<file path="src/rtl/mux_rr_sched.sv">
//------------------------------------------------------------------------------
// Module   : mux_rr_sched
// Purpose  : Round-robin, burst-capped scheduler driving a shared 4:1 mux.
// Revision : 1.0 - initial release
//------------------------------------------------------------------------------
`default_nettype none

module mux_rr_sched #(
    parameter int BURST = 4,
    parameter int WIDTH = 1
) (
    input  logic             clk,
    input  logic             rst,
    input  logic [3:0]       req,
    input  logic [WIDTH-1:0] A,
    input  logic [WIDTH-1:0] B,
    input  logic [WIDTH-1:0] C,
    input  logic [WIDTH-1:0] D,
    output logic [3:0]       gnt,
    output logic [1:0]       Sel,
    output logic [WIDTH-1:0] F,
    output logic             F_valid,
    output logic             busy
);

    typedef enum logic [0:0] {
        IDLE  = 1'b0,
        GRANT = 1'b1
    } state_t;

    localparam logic [3:0] CNT_LAST = 4'(BURST - 1);

    state_t           state;
    logic [1:0]       ptr;
    logic [3:0]       cnt;
    logic [1:0]       base;
    logic [1:0]       pick;
    logic             any_req;
    logic             release_now;
    logic [WIDTH-1:0] chan;

    // On release the search restarts just past the owner, so the registered
    // Sel (the owner) directly provides the next search base.
    always_comb begin
        base = (state == GRANT) ? (Sel + 2'd1) : ptr;
        pick = base;
        for (int i = 3; i >= 0; i--) begin
            if (req[base + 2'(i)]) begin
                pick = base + 2'(i);
            end
        end
        any_req     = |req;
        release_now = !req[Sel] || (cnt == CNT_LAST);
        case (Sel)
            2'd0:    chan = A;
            2'd1:    chan = B;
            2'd2:    chan = C;
            default: chan = D;
        endcase
    end

    always_ff @(posedge clk) begin
        if (rst) begin
            state   <= IDLE;
            ptr     <= 2'd0;
            cnt     <= 4'd0;
            gnt     <= 4'd0;
            Sel     <= 2'd0;
            F       <= '0;
            F_valid <= 1'b0;
        end else begin
            F_valid <= (state == GRANT);
            if (state == GRANT) begin
                F <= chan;
            end
            case (state)
                IDLE: begin
                    if (any_req) begin
                        state <= GRANT;
                        gnt   <= 4'b0001 << pick;
                        Sel   <= pick;
                        cnt   <= 4'd0;
                    end
                end
                GRANT: begin
                    if (release_now) begin
                        ptr <= Sel + 2'd1;
                        if (any_req) begin
                            gnt <= 4'b0001 << pick;
                            Sel <= pick;
                            cnt <= 4'd0;
                        end else begin
                            state <= IDLE;
                            gnt   <= 4'd0;
                        end
                    end else begin
                        cnt <= cnt + 4'd1;
                    end
                end
                default: state <= IDLE;
            endcase
        end
    end

    assign busy = (state == GRANT);

endmodule

`default_nettype wire
</file>
<file path="config.mk">
export PLATFORM = sky130hd
export DESIGN_NAME = mux_rr_sched
export DESIGN_NICKNAME = d
export VERILOG_FILES = /design/src/rtl/mux_rr_sched.sv
export SDC_FILE = /design/constraint.sdc
export NUM_CORES = 1
export LEC_CHECK = 0
export CORE_MARGIN = 5
export CORE_UTILIZATION = 35
export CTS_BUF_LIST = sky130_fd_sc_hd__clkbuf_8
export DETAILED_ROUTE_END_ITERATION = 8
export HOLD_SLACK_MARGIN = 0.12
export SYNTH_ARGS = -nofsm -noshare
export SYNTH_HDL_FRONTEND = slang
export SYNTH_SLANG_ARGS = --single-unit
</file>
<file path="constraint.sdc">
create_clock -name clk -period 2.4 [get_ports clk]
set_input_delay 0.72 -clock clk [delete_from_list [all_inputs] [get_ports clk]]
set_output_delay 0.72 -clock clk [all_outputs]
set_load 0.005 [all_outputs]
</file>
==> impl_metrics.tcl, run 1 <==
set metrics [dict create \
    swShare_pct 28.6 \
    crit_arrival_ps 2280 \
    final_nets 137 \
    seqPwrFrac_pct 40.1 \
    rsz0062_at_grt "no" \
    num_vias 790 \
    yosys-top-cells-area "dfxtp_1, ha_1, nor2_1, a32o_1, mux2i_1" \
    ys_types 39 \
    period_minus_slack_ps 2140 \
    avgRoutedWirePerCell_um 12.9 \
    clock-sinks 15 \
    io_buffers 18 \
    initialDrtViolationCount 14 \
    drive_gt1_share_pct 20.7 \
    synthCells 90 \
    antenna_left 0 \
    finalInstanceArea_um2 1210 \
    worstHoldPathType "reg -> reg" \
    power.internal_mw 0.513 \
    start_util_pct 35.9 \
    hold_viol 0 \
    core_area_um2 2450 \
    worstPathRequired_ps 2540 \
    cp-end-kind "flop" \
    powerDensity_nw_per_um2 594 \
    yosysWarningCount 0 \
    p_clk_share_pct 28.5 \
    first_pass_iters 4 \
    status "completed" \
    cts_tree "built" \
    max-clock-path-buffers 2 \
    die_w_um 60.2 \
    grt_pass1_vias 798 \
    diodes 0 \
    clock_skew_ps 2.94 \
    slew_viol_final 0 \
    whs_ps 471 \
    peakVddDrop_uv 288 \
    ys_ff_latch 15 \
    grt_max_degree 11 \
    comb_power_share_pct 31.4 \
    synth_top_area_share_pct 34.0 \
    synth_nets 105 \
    post_cts_buffers 0 \
    num_io_pins 19 \
    rows 18 \
    nFillCells 246 \
    clkLatencyLatePin_ps 250 \
    dp_hpwl_um 1560 \
    ctsResizeCount 0 \
    antenna_found_initial 0 \
    clockRootBuffer "clkbuf_8" \
    p_total_mw 0.718 \
    cts_buffers 3 \
    dpl-instance-area_um2 1160 \
    startpoint_type "input pin" \
    gr-total-overflow 0 \
    viasPerCell 5.23 \
    fin_crit_sh_pct 89.3 \
    crit_type "in -> reg" \
    relSlewSlack_pct 76.8 \
    grt.total_usage_pct 12.3 \
    power_switching_mw 0.205 \
    drv_cap 0 \
    async_reset_ff_share_pct 0 \
    final.setup.worst_slack_ps 256 \
    htreeDepth 1 \
    synth_edf_count 0 \
    setup_violations 0 \
    synth-main-ff-cell "dfxtp_1" \
    finalWirelength_um 1940 \
    synth_area_um2 882 \
    path_clk_slew_ps 60 \
    dpl_worst_slack_ps -3.59 \
    die_h_um 60.2 \
    seq_area_frac_synth_pct 34.0 \
    fmax_mhz 466 \
    static-leakage-power_nw 0.482 \
    areaGrowthSynthToFinish_pct 37.2 \
    grt_first_pass_wirelength_um 3300 \
    place_congestion 0.837 \
    drcViolationCount 0 \
    cts_hold_buf 0 \
    synth.largest_area_cell "dfxtp_1" \
    critPathMaxFanout 7 \
    die_area_um2 3620 \
    syn_area_per_cell_um2 9.80 \
    worst_pin_slew_ps 347 \
]
## logic make-up after synthesis
logic type               count (synthesis)  share of synthesized area, %
buffers and inverters                    6                          4.25
multiplexers                             7                          10.5
AND/OR/NAND/NOR                         32                          21.4
adder cells (fa/ha/maj)                  5                          7.09
flip-flops                              15                          34.0
AO/OA/AOI/OAI                           25                          22.7
## synth_stat cells (all sizes together), types with 2 or more instances
master,count
dfxtp,15
nor2b,2
buf,2
mux2i,4
a311oi,2
nor4,2
mux2,2
inv,3
ha,5
nor2,14
a21oi,3
o21ai,4
and3,2
a32o,4
nand2,3
nand2b,2
## cell usage in the layout, fill, tap and decap left out, drive strengths merged, types with 2 or more instances in the layout
master          n
clkdlybuf4s50  18
dfxtp          15
nor2           14
buf            12
ha              5
mux2i           4
a32o            4
o21ai           4
inv             3
nand2           3
a21oi           3
clkbuf          3
nor2b           2
nor4            2
a311oi          2
nand2b          2
mux2            2
and3            2
## layer usage
| layer | part of all wire, % | up-vias | global-route usage, % |
|---|---|---|---|
| met5 | 0 | - | 0 |
| met4 | 0.62 | 0 | 5.70 |
| met3 | 3.0 | 2 | 2.59 |
| met2 | 49 | 13 | 20.4 |
| met1 | 47 | 369 | 14.9 |
| li1 | - | 406 | - |
## registers in the layout, indices dropped and copies added (netlist names)
register and count:
F 1, F_valid 1, Sel 2, busy 1, cnt 4, gnt 4, ptr 2
## worst max-delay path: stages
cell	delay, ps
clkdlybuf4s50_1	460
mux4_2	490
and3_4	220
nor2_1	100
nor2_1	80
a32o_1	210
## power by group through the flow
stage / Combinational [mW] / Clock [mW] / Sequential, mW
4_1_cts: 0.228 / 0.212 / 0.288
6_report: 0.226 / 0.205 / 0.288
3_3_place_gp: 0.226 / 0 / 0.293
2_1_floorplan: 0.131 / 0 / 0.295
5_1_grt: 0.249 / 0.229 / 0.291
3_5_place_dp: 0.227 / 0 / 0.293
## worst paths after layout
check | slack, ps | depth (start not counted) | endpoint | from
worst min-delay path | 470 | 1 | gnt[3]$_SDFFE_PP0P_ | gnt[3]$_SDFFE_PP0P_
worst max register to register | 260 | 6 | gnt[1]$_SDFFE_PP0P_ | Sel[1]$_SDFFE_PP0P_
worst max-delay path | 260 | 6 | gnt[2]$_SDFFE_PP0P_ | req[0]
worst min register to register | 470 | 1 | gnt[3]$_SDFFE_PP0P_ | gnt[3]$_SDFFE_PP0P_
## cell type report
cell class                      instances  area (um^2)  share of cell area (%)
Clock buffer                            3         41.3                    3.41
Clock inverter                          1         5.00                   0.414
Sequential cell                        15          300                    24.8
Multi-Input combinational cell         69          544                    45.0
Inverter                                3         11.3                   0.931
Tap cell                               30         37.5                    3.10
Timing Repair Buffer                   30          270                    22.3
## stage by stage
stage | util (%) | TNS [ps] | instances
finish | 49.3 | 0 | 151
CTS | 49.3 | 0 | 151
floorplan | - | 0 | 90
global placement | 47.4 | 0 | 147
detailed placement | 47.4 | -6.45 | 147
global route | 49.3 | 0 | 151
Note: power is estimated with default switching activity, not from simulation.
==> run 2, diff against run 1 <==
--- a/config.mk
+++ b/config.mk
@@ -5,6 +5,7 @@
 export SDC_FILE = /design/constraint.sdc
 export NUM_CORES = 1
 export LEC_CHECK = 0
+export CORE_ASPECT_RATIO = 1.25
 export CORE_MARGIN = 5
 export CORE_UTILIZATION = 35
 export CTS_BUF_LIST = sky130_fd_sc_hd__clkbuf_8
==> run 2 against run 1 <==
Against the previous run:
- sequential share of layout area down 0.077 points
- die area up 0.18%
- critical path depth unchanged
==> impl_metrics.tcl, run 2 (synthesized netlist as in run 1, its figures left out) <==
set metrics [dict create \
    status "completed" \
    grt.total_usage_pct 13.4 \
    rows 20 \
    cts_tree "built" \
    die_h_um 66.1 \
    crit_type "in -> reg" \
    drv_cap 0 \
    grt_max_degree 11 \
    antenna_found_initial 0 \
    grt_first_pass_wirelength_um 3510 \
    drive_gt1_share_pct 20.7 \
    r2r_start "Sel[1]$_SDFFE_PP0P_" \
    worstHoldStart "gnt[2]$_SDFFE_PP0P_" \
    ctsResizeCount 0 \
    startpoint "req[0]" \
    critPathMaxFanout 10 \
    peakVddDrop_uv 319 \
    register_area_um2 300 \
    place_congestion 0.813 \
    worst_pin_slew_ps 340 \
    die_w_um 54.9 \
    slew_viol_final 0 \
    period_minus_slack_ps 2130 \
    clockRootBuffer "clkbuf_8" \
    relSlewSlack_pct 77.2 \
    viasPerCell 5.25 \
    io_buffers 18 \
    worstPathRequired_ps 2540 \
    top_regs "cnt: 4 flops, gnt: 4 flops" \
    powerDensity_nw_per_um2 595 \
    num_io_pins 19 \
    cts_hold_buf 0 \
    fin_crit_sh_pct 88.9 \
    r2r_slack_ps 270 \
    cts_buffers 3 \
    hold_viol 0 \
    finalWirelength_um 2010 \
    die_area_um2 3630 \
    clock_skew_ps 2.53 \
    fmax_mhz 468 \
    core_area_um2 2430 \
    first_pass_iters 4 \
    grt_pass1_vias 839 \
    setup_violations 0 \
    final_nets 137 \
    clkLatencyLatePin_ps 250 \
    path_clk_slew_ps 60 \
    p_total_mw 0.722 \
    multi_input_area_um2 544 \
    gr-total-overflow 0 \
    htreeDepth 1 \
    final_cell_mix "clkdlybuf4s50_1, dfxtp_1, nor2_1, buf_4, ha_1" \
    dp_hpwl_um 1600 \
    cp-end-kind "flop" \
    max-clock-path-buffers 2 \
    num_vias 809 \
    post_cts_buffers 0 \
    clock-sinks 15 \
    worstHoldPathType "reg -> reg" \
    nFillCells 246 \
    crit_arrival_ps 2280 \
    fin_setup_tns_ps 0 \
    initialDrtViolationCount 19 \
    rsz0062_at_grt "no" \
    static-leakage-power_nw 0.482 \
    areaGrowthSynthToFinish_pct 37.6 \
    antenna_left 0 \
    avgRoutedWirePerCell_um 13.1 \
    start_util_pct 36.3 \
    drcViolationCount 0 \
    startpoint_type "input pin" \
    layout_commonest_cell "clkdlybuf4s50_1" \
    diodes 0 \
]
## run 2: cell counts in the layout (fill, tap and decap cells not counted)
Identical to the previous run, type by type.
## run 2: final cells by class
class	count	share of cell area, %
sequential	15	24.7
inverter	3	0.928
timing repair buffer	30	22.3
tap	33	3.40
clock buffer	3	3.40
clock inverter	1	0.412
multi-input combinational	69	44.8
## run 2: power by group
group	leakage (nW)	internal [mW]	switching [mW]
sequential	0.123	0.271	0.0171
combinational	0.334	0.127	0.100
clock	0.0255	0.115	0.0907
total	0.482	0.514	0.208
## run 2: worst max-delay path, cell delays in order
cell	delay, ps
clkdlybuf4s50_1	440
mux4_2	480
and3_4	230
nor2_1	110
nor2_1	80
a32o_1	210
## run 2: worst paths after layout
check	endpoint	cells after the start
worst max-delay path	gnt[1]$_SDFFE_PP0P_	6
worst min-delay path	gnt[2]$_SDFFE_PP0P_	1
worst max register to register	gnt[1]$_SDFFE_PP0P_	6
worst min register to register	gnt[2]$_SDFFE_PP0P_	1
## run 2: layer usage
layer	track usage (%)	share of wire (%)	vias to the layer above
met5	0	0	-
li1	-	-	403
met2	21.4	51	17
met1	16.2	45	387
met4	6.69	1.4	0
met3	3.16	2.7	2
## run 2: metrics by stage
step / cells / utilization (%) / cell area, um^2 / setup WS, ps / hold WS [ps]
floorplan: 90 / - / 882 / 331 / 443
global placement: 150 / 48.1 / 1170 / 31.4 / 454
CTS: 154 / 50.0 / 1210 / 258 / 480
global route: 154 / 50.0 / 1210 / 170 / 502
finish: 154 / 50.0 / 1210 / 265 / 475
detailed placement: 150 / 48.1 / 1170 / 11.8 / 465
==> run 3, diff against run 2 <==
--- a/config.mk
+++ b/config.mk
@@ -5,12 +5,14 @@
 export SDC_FILE = /design/constraint.sdc
 export NUM_CORES = 1
 export LEC_CHECK = 0
+export ABC_CLOCK_PERIOD_IN_PS = 2000
 export CORE_ASPECT_RATIO = 1.25
 export CORE_MARGIN = 5
 export CORE_UTILIZATION = 35
 export CTS_BUF_LIST = sky130_fd_sc_hd__clkbuf_8
 export DETAILED_ROUTE_END_ITERATION = 8
 export HOLD_SLACK_MARGIN = 0.12
+export SETUP_SLACK_MARGIN = 0.4
 export SYNTH_ARGS = -nofsm -noshare
 export SYNTH_HDL_FRONTEND = slang
 export SYNTH_SLANG_ARGS = --single-unit
==> constraint.sdc (replaced) <==
create_clock -name clk -period 2 [get_ports clk]
set_input_delay 0.6 -clock clk [delete_from_list [all_inputs] [get_ports clk]]
set_output_delay 0.6 -clock clk [all_outputs]
set_load 0.005 [all_outputs]
==> run 3 against run 2 <==
Against the previous run:
- wire length grew 22%
- non-clock buffer count grew 17
- sequential share of layout area shrank 3.3 points
- sequential power grew 21%
- worst setup slack lost 160 ps
- final cell count grew 11%
- register-to-register slack lost 160 ps
- largest power group is now combinational logic
- highest routed layer is now met3
==> impl_metrics.tcl, run 3 (synthesized netlist as in run 1, its figures left out) <==
set metrics [dict create \
    start_util_pct 36.3 \
    worstPathRequired_ps 2140 \
    r2r-end "gnt[1]$_SDFFE_PP0P_" \
    period_minus_slack_ps 1890 \
    htreeDepth 1 \
    max-clock-path-buffers 2 \
    holdPathStages 1 \
    path_clk_slew_ps 60 \
    r2r_slack_ps 110 \
    fin_crit_sh_pct 94.7 \
    relSlewSlack_pct 76.6 \
    drv_cap 0 \
    num_vias 887 \
    whs_ps 475 \
    diodes 0 \
    slew_viol_final 0 \
    cts_buffers 3 \
    crit_arrival_ps 2030 \
    grt.total_usage_pct 14.7 \
    setup_violations 0 \
    slowest_delay_ps 360 \
    cts_tree "built" \
    clkLatencyLatePin_ps 240 \
    critPathMaxFanout 4 \
    rsz0062_at_grt "yes" \
    die_h_um 66.1 \
    clockRootBuffer "clkbuf_8" \
    layout_commonest_cell "buf_4" \
    clock-sinks 15 \
    die_w_um 54.9 \
    crit_top_cell "mux2_4" \
    reg2reg_depth 6 \
    worstHoldStart "gnt[3]$_SDFFE_PP0P_" \
    dp_hpwl_um 1720 \
    crit_type "reg -> reg" \
    cp-end-kind "flop" \
    initialDrtViolationCount 16 \
    p_total_mw 0.980 \
    final_nets 154 \
    cp_cell_sequence "inv_4, ha_4, mux2_4, mux2_4, o32a_1, a32o_1" \
    avgRoutedWirePerCell_um 14.3 \
    num_io_pins 19 \
    top_regs "cnt: 4 flops, gnt: 4 flops" \
    final_cell_mix "buf_4, dfxtp_1, nor2_1, clkdlybuf4s50_1, dlygate4sd2_1" \
    die_area_um2 3630 \
    viasPerCell 5.19 \
    io_buffers 18 \
    antenna_found_initial 0 \
    peakVddDrop_uv 507 \
    path_delay_family "multiplexers" \
    status "completed" \
    place_congestion 0.825 \
    core_area_um2 2430 \
    hold_viol 0 \
    cts_hold_buf 0 \
    fmax_mhz 528 \
    fin_setup_tns_ps 0 \
    first_pass_iters 4 \
    gr-total-overflow 0 \
    startpoint_type "flop" \
    crit_path_top_delay_cell "dfxtp_4" \
    rows 20 \
    drcViolationCount 0 \
    path_buf_inv 1 \
    drive_gt1_share_pct 46.4 \
    clock_skew_ps 3.45 \
    min_delay_worst_endpoint "gnt[3]$_SDFFE_PP0P_" \
    areaGrowthSynthToFinish_pct 67.2 \
    finalWirelength_um 2450 \
    r2r_start "Sel[1]$_SDFFE_PP0P_" \
    worst_pin_slew_ps 342 \
    antenna_left 0 \
    grt_max_degree 12 \
    static-leakage-power_nw 0.645 \
    powerDensity_nw_per_um2 664 \
    grt_pass1_vias 917 \
    grt_first_pass_wirelength_um 3970 \
    worstHoldPathType "reg -> reg" \
]
-- run 3: worst register-to-register path, delay by kind of cell (launching register included) --
family / cells / cell delay [ps]
compound gates: 2 / 550
fa+ha+maj: 1 / 230
buf+inv: 1 / 40
flops: 1 / 360
mux: 2 / 620
-- run 3: worst max-delay path by stage --
stage / from / to / slack [ps] / depth (start not counted)
after floorplan: Sel[1]$_SDFFE_PP0P_ / gnt[0]$_SDFFE_PP0P_ / 170 / 6
after global placement: req[1] / gnt[3]$_SDFFE_PP0P_ / -250 / 6
after detailed placement: req[1] / cnt[1]$_SDFF_PP0_ / -280 / 6
after CTS: Sel[1]$_SDFFE_PP0P_ / gnt[1]$_SDFFE_PP0P_ / 130 / 6
after global routing: Sel[1]$_SDFFE_PP0P_ / gnt[1]$_SDFFE_PP0P_ / 70 / 6
final: Sel[1]$_SDFFE_PP0P_ / gnt[1]$_SDFFE_PP0P_ / 110 / 6
-- run 3: final cells by class --
| type | instances | area (um^2) |
|---|---|---|
| fill | 213 | 952 |
| multi-input combinational | 69 | 651 |
| timing repair buffer | 47 | 404 |
| sequential | 15 | 317 |
| clock buffer | 3 | 41.3 |
| tap | 33 | 41.3 |
| inverter | 3 | 16.3 |
| clock inverter | 1 | 5.00 |
-- run 3: where the power goes --
part | leakage [nW] | switching, mW | internal (mW) | total (mW)
combinational | 0.493 | 0.170 | 0.221 | 0.391
clock | 0.0255 | 0.104 | 0.138 | 0.241
sequential | 0.126 | 0.0213 | 0.327 | 0.348
total | 0.645 | 0.295 | 0.685 | 0.980
-- run 3: what timing repair did --
item                                    in CTS  in global routing
gates resized for setup                     26                 18
endpoints found under the setup margin      22                 16
pin swaps                                    3                  7
setup buffers                                7                  4
-- run 3: layer usage --
metal  wire, um  part of all wire [%]  GRT usage (%)
met1       1040                    42           17.4
met2       1330                    54           26.6
met3         83                   3.4           2.71
met4          0                     0           2.74
met5          0                     0              0
-- run 3: stage by stage --
stage,std cells,util [%],setup WS (ps),area (um^2)
2_1_floorplan,90,-,170,941
3_3_place_gp,156,52.2,-253,1270
3_5_place_dp,156,52.2,-279,1270
4_1_cts,167,57.5,130,1400
5_1_grt,171,60.8,67.7,1480
6_report,171,60.8,106,1480
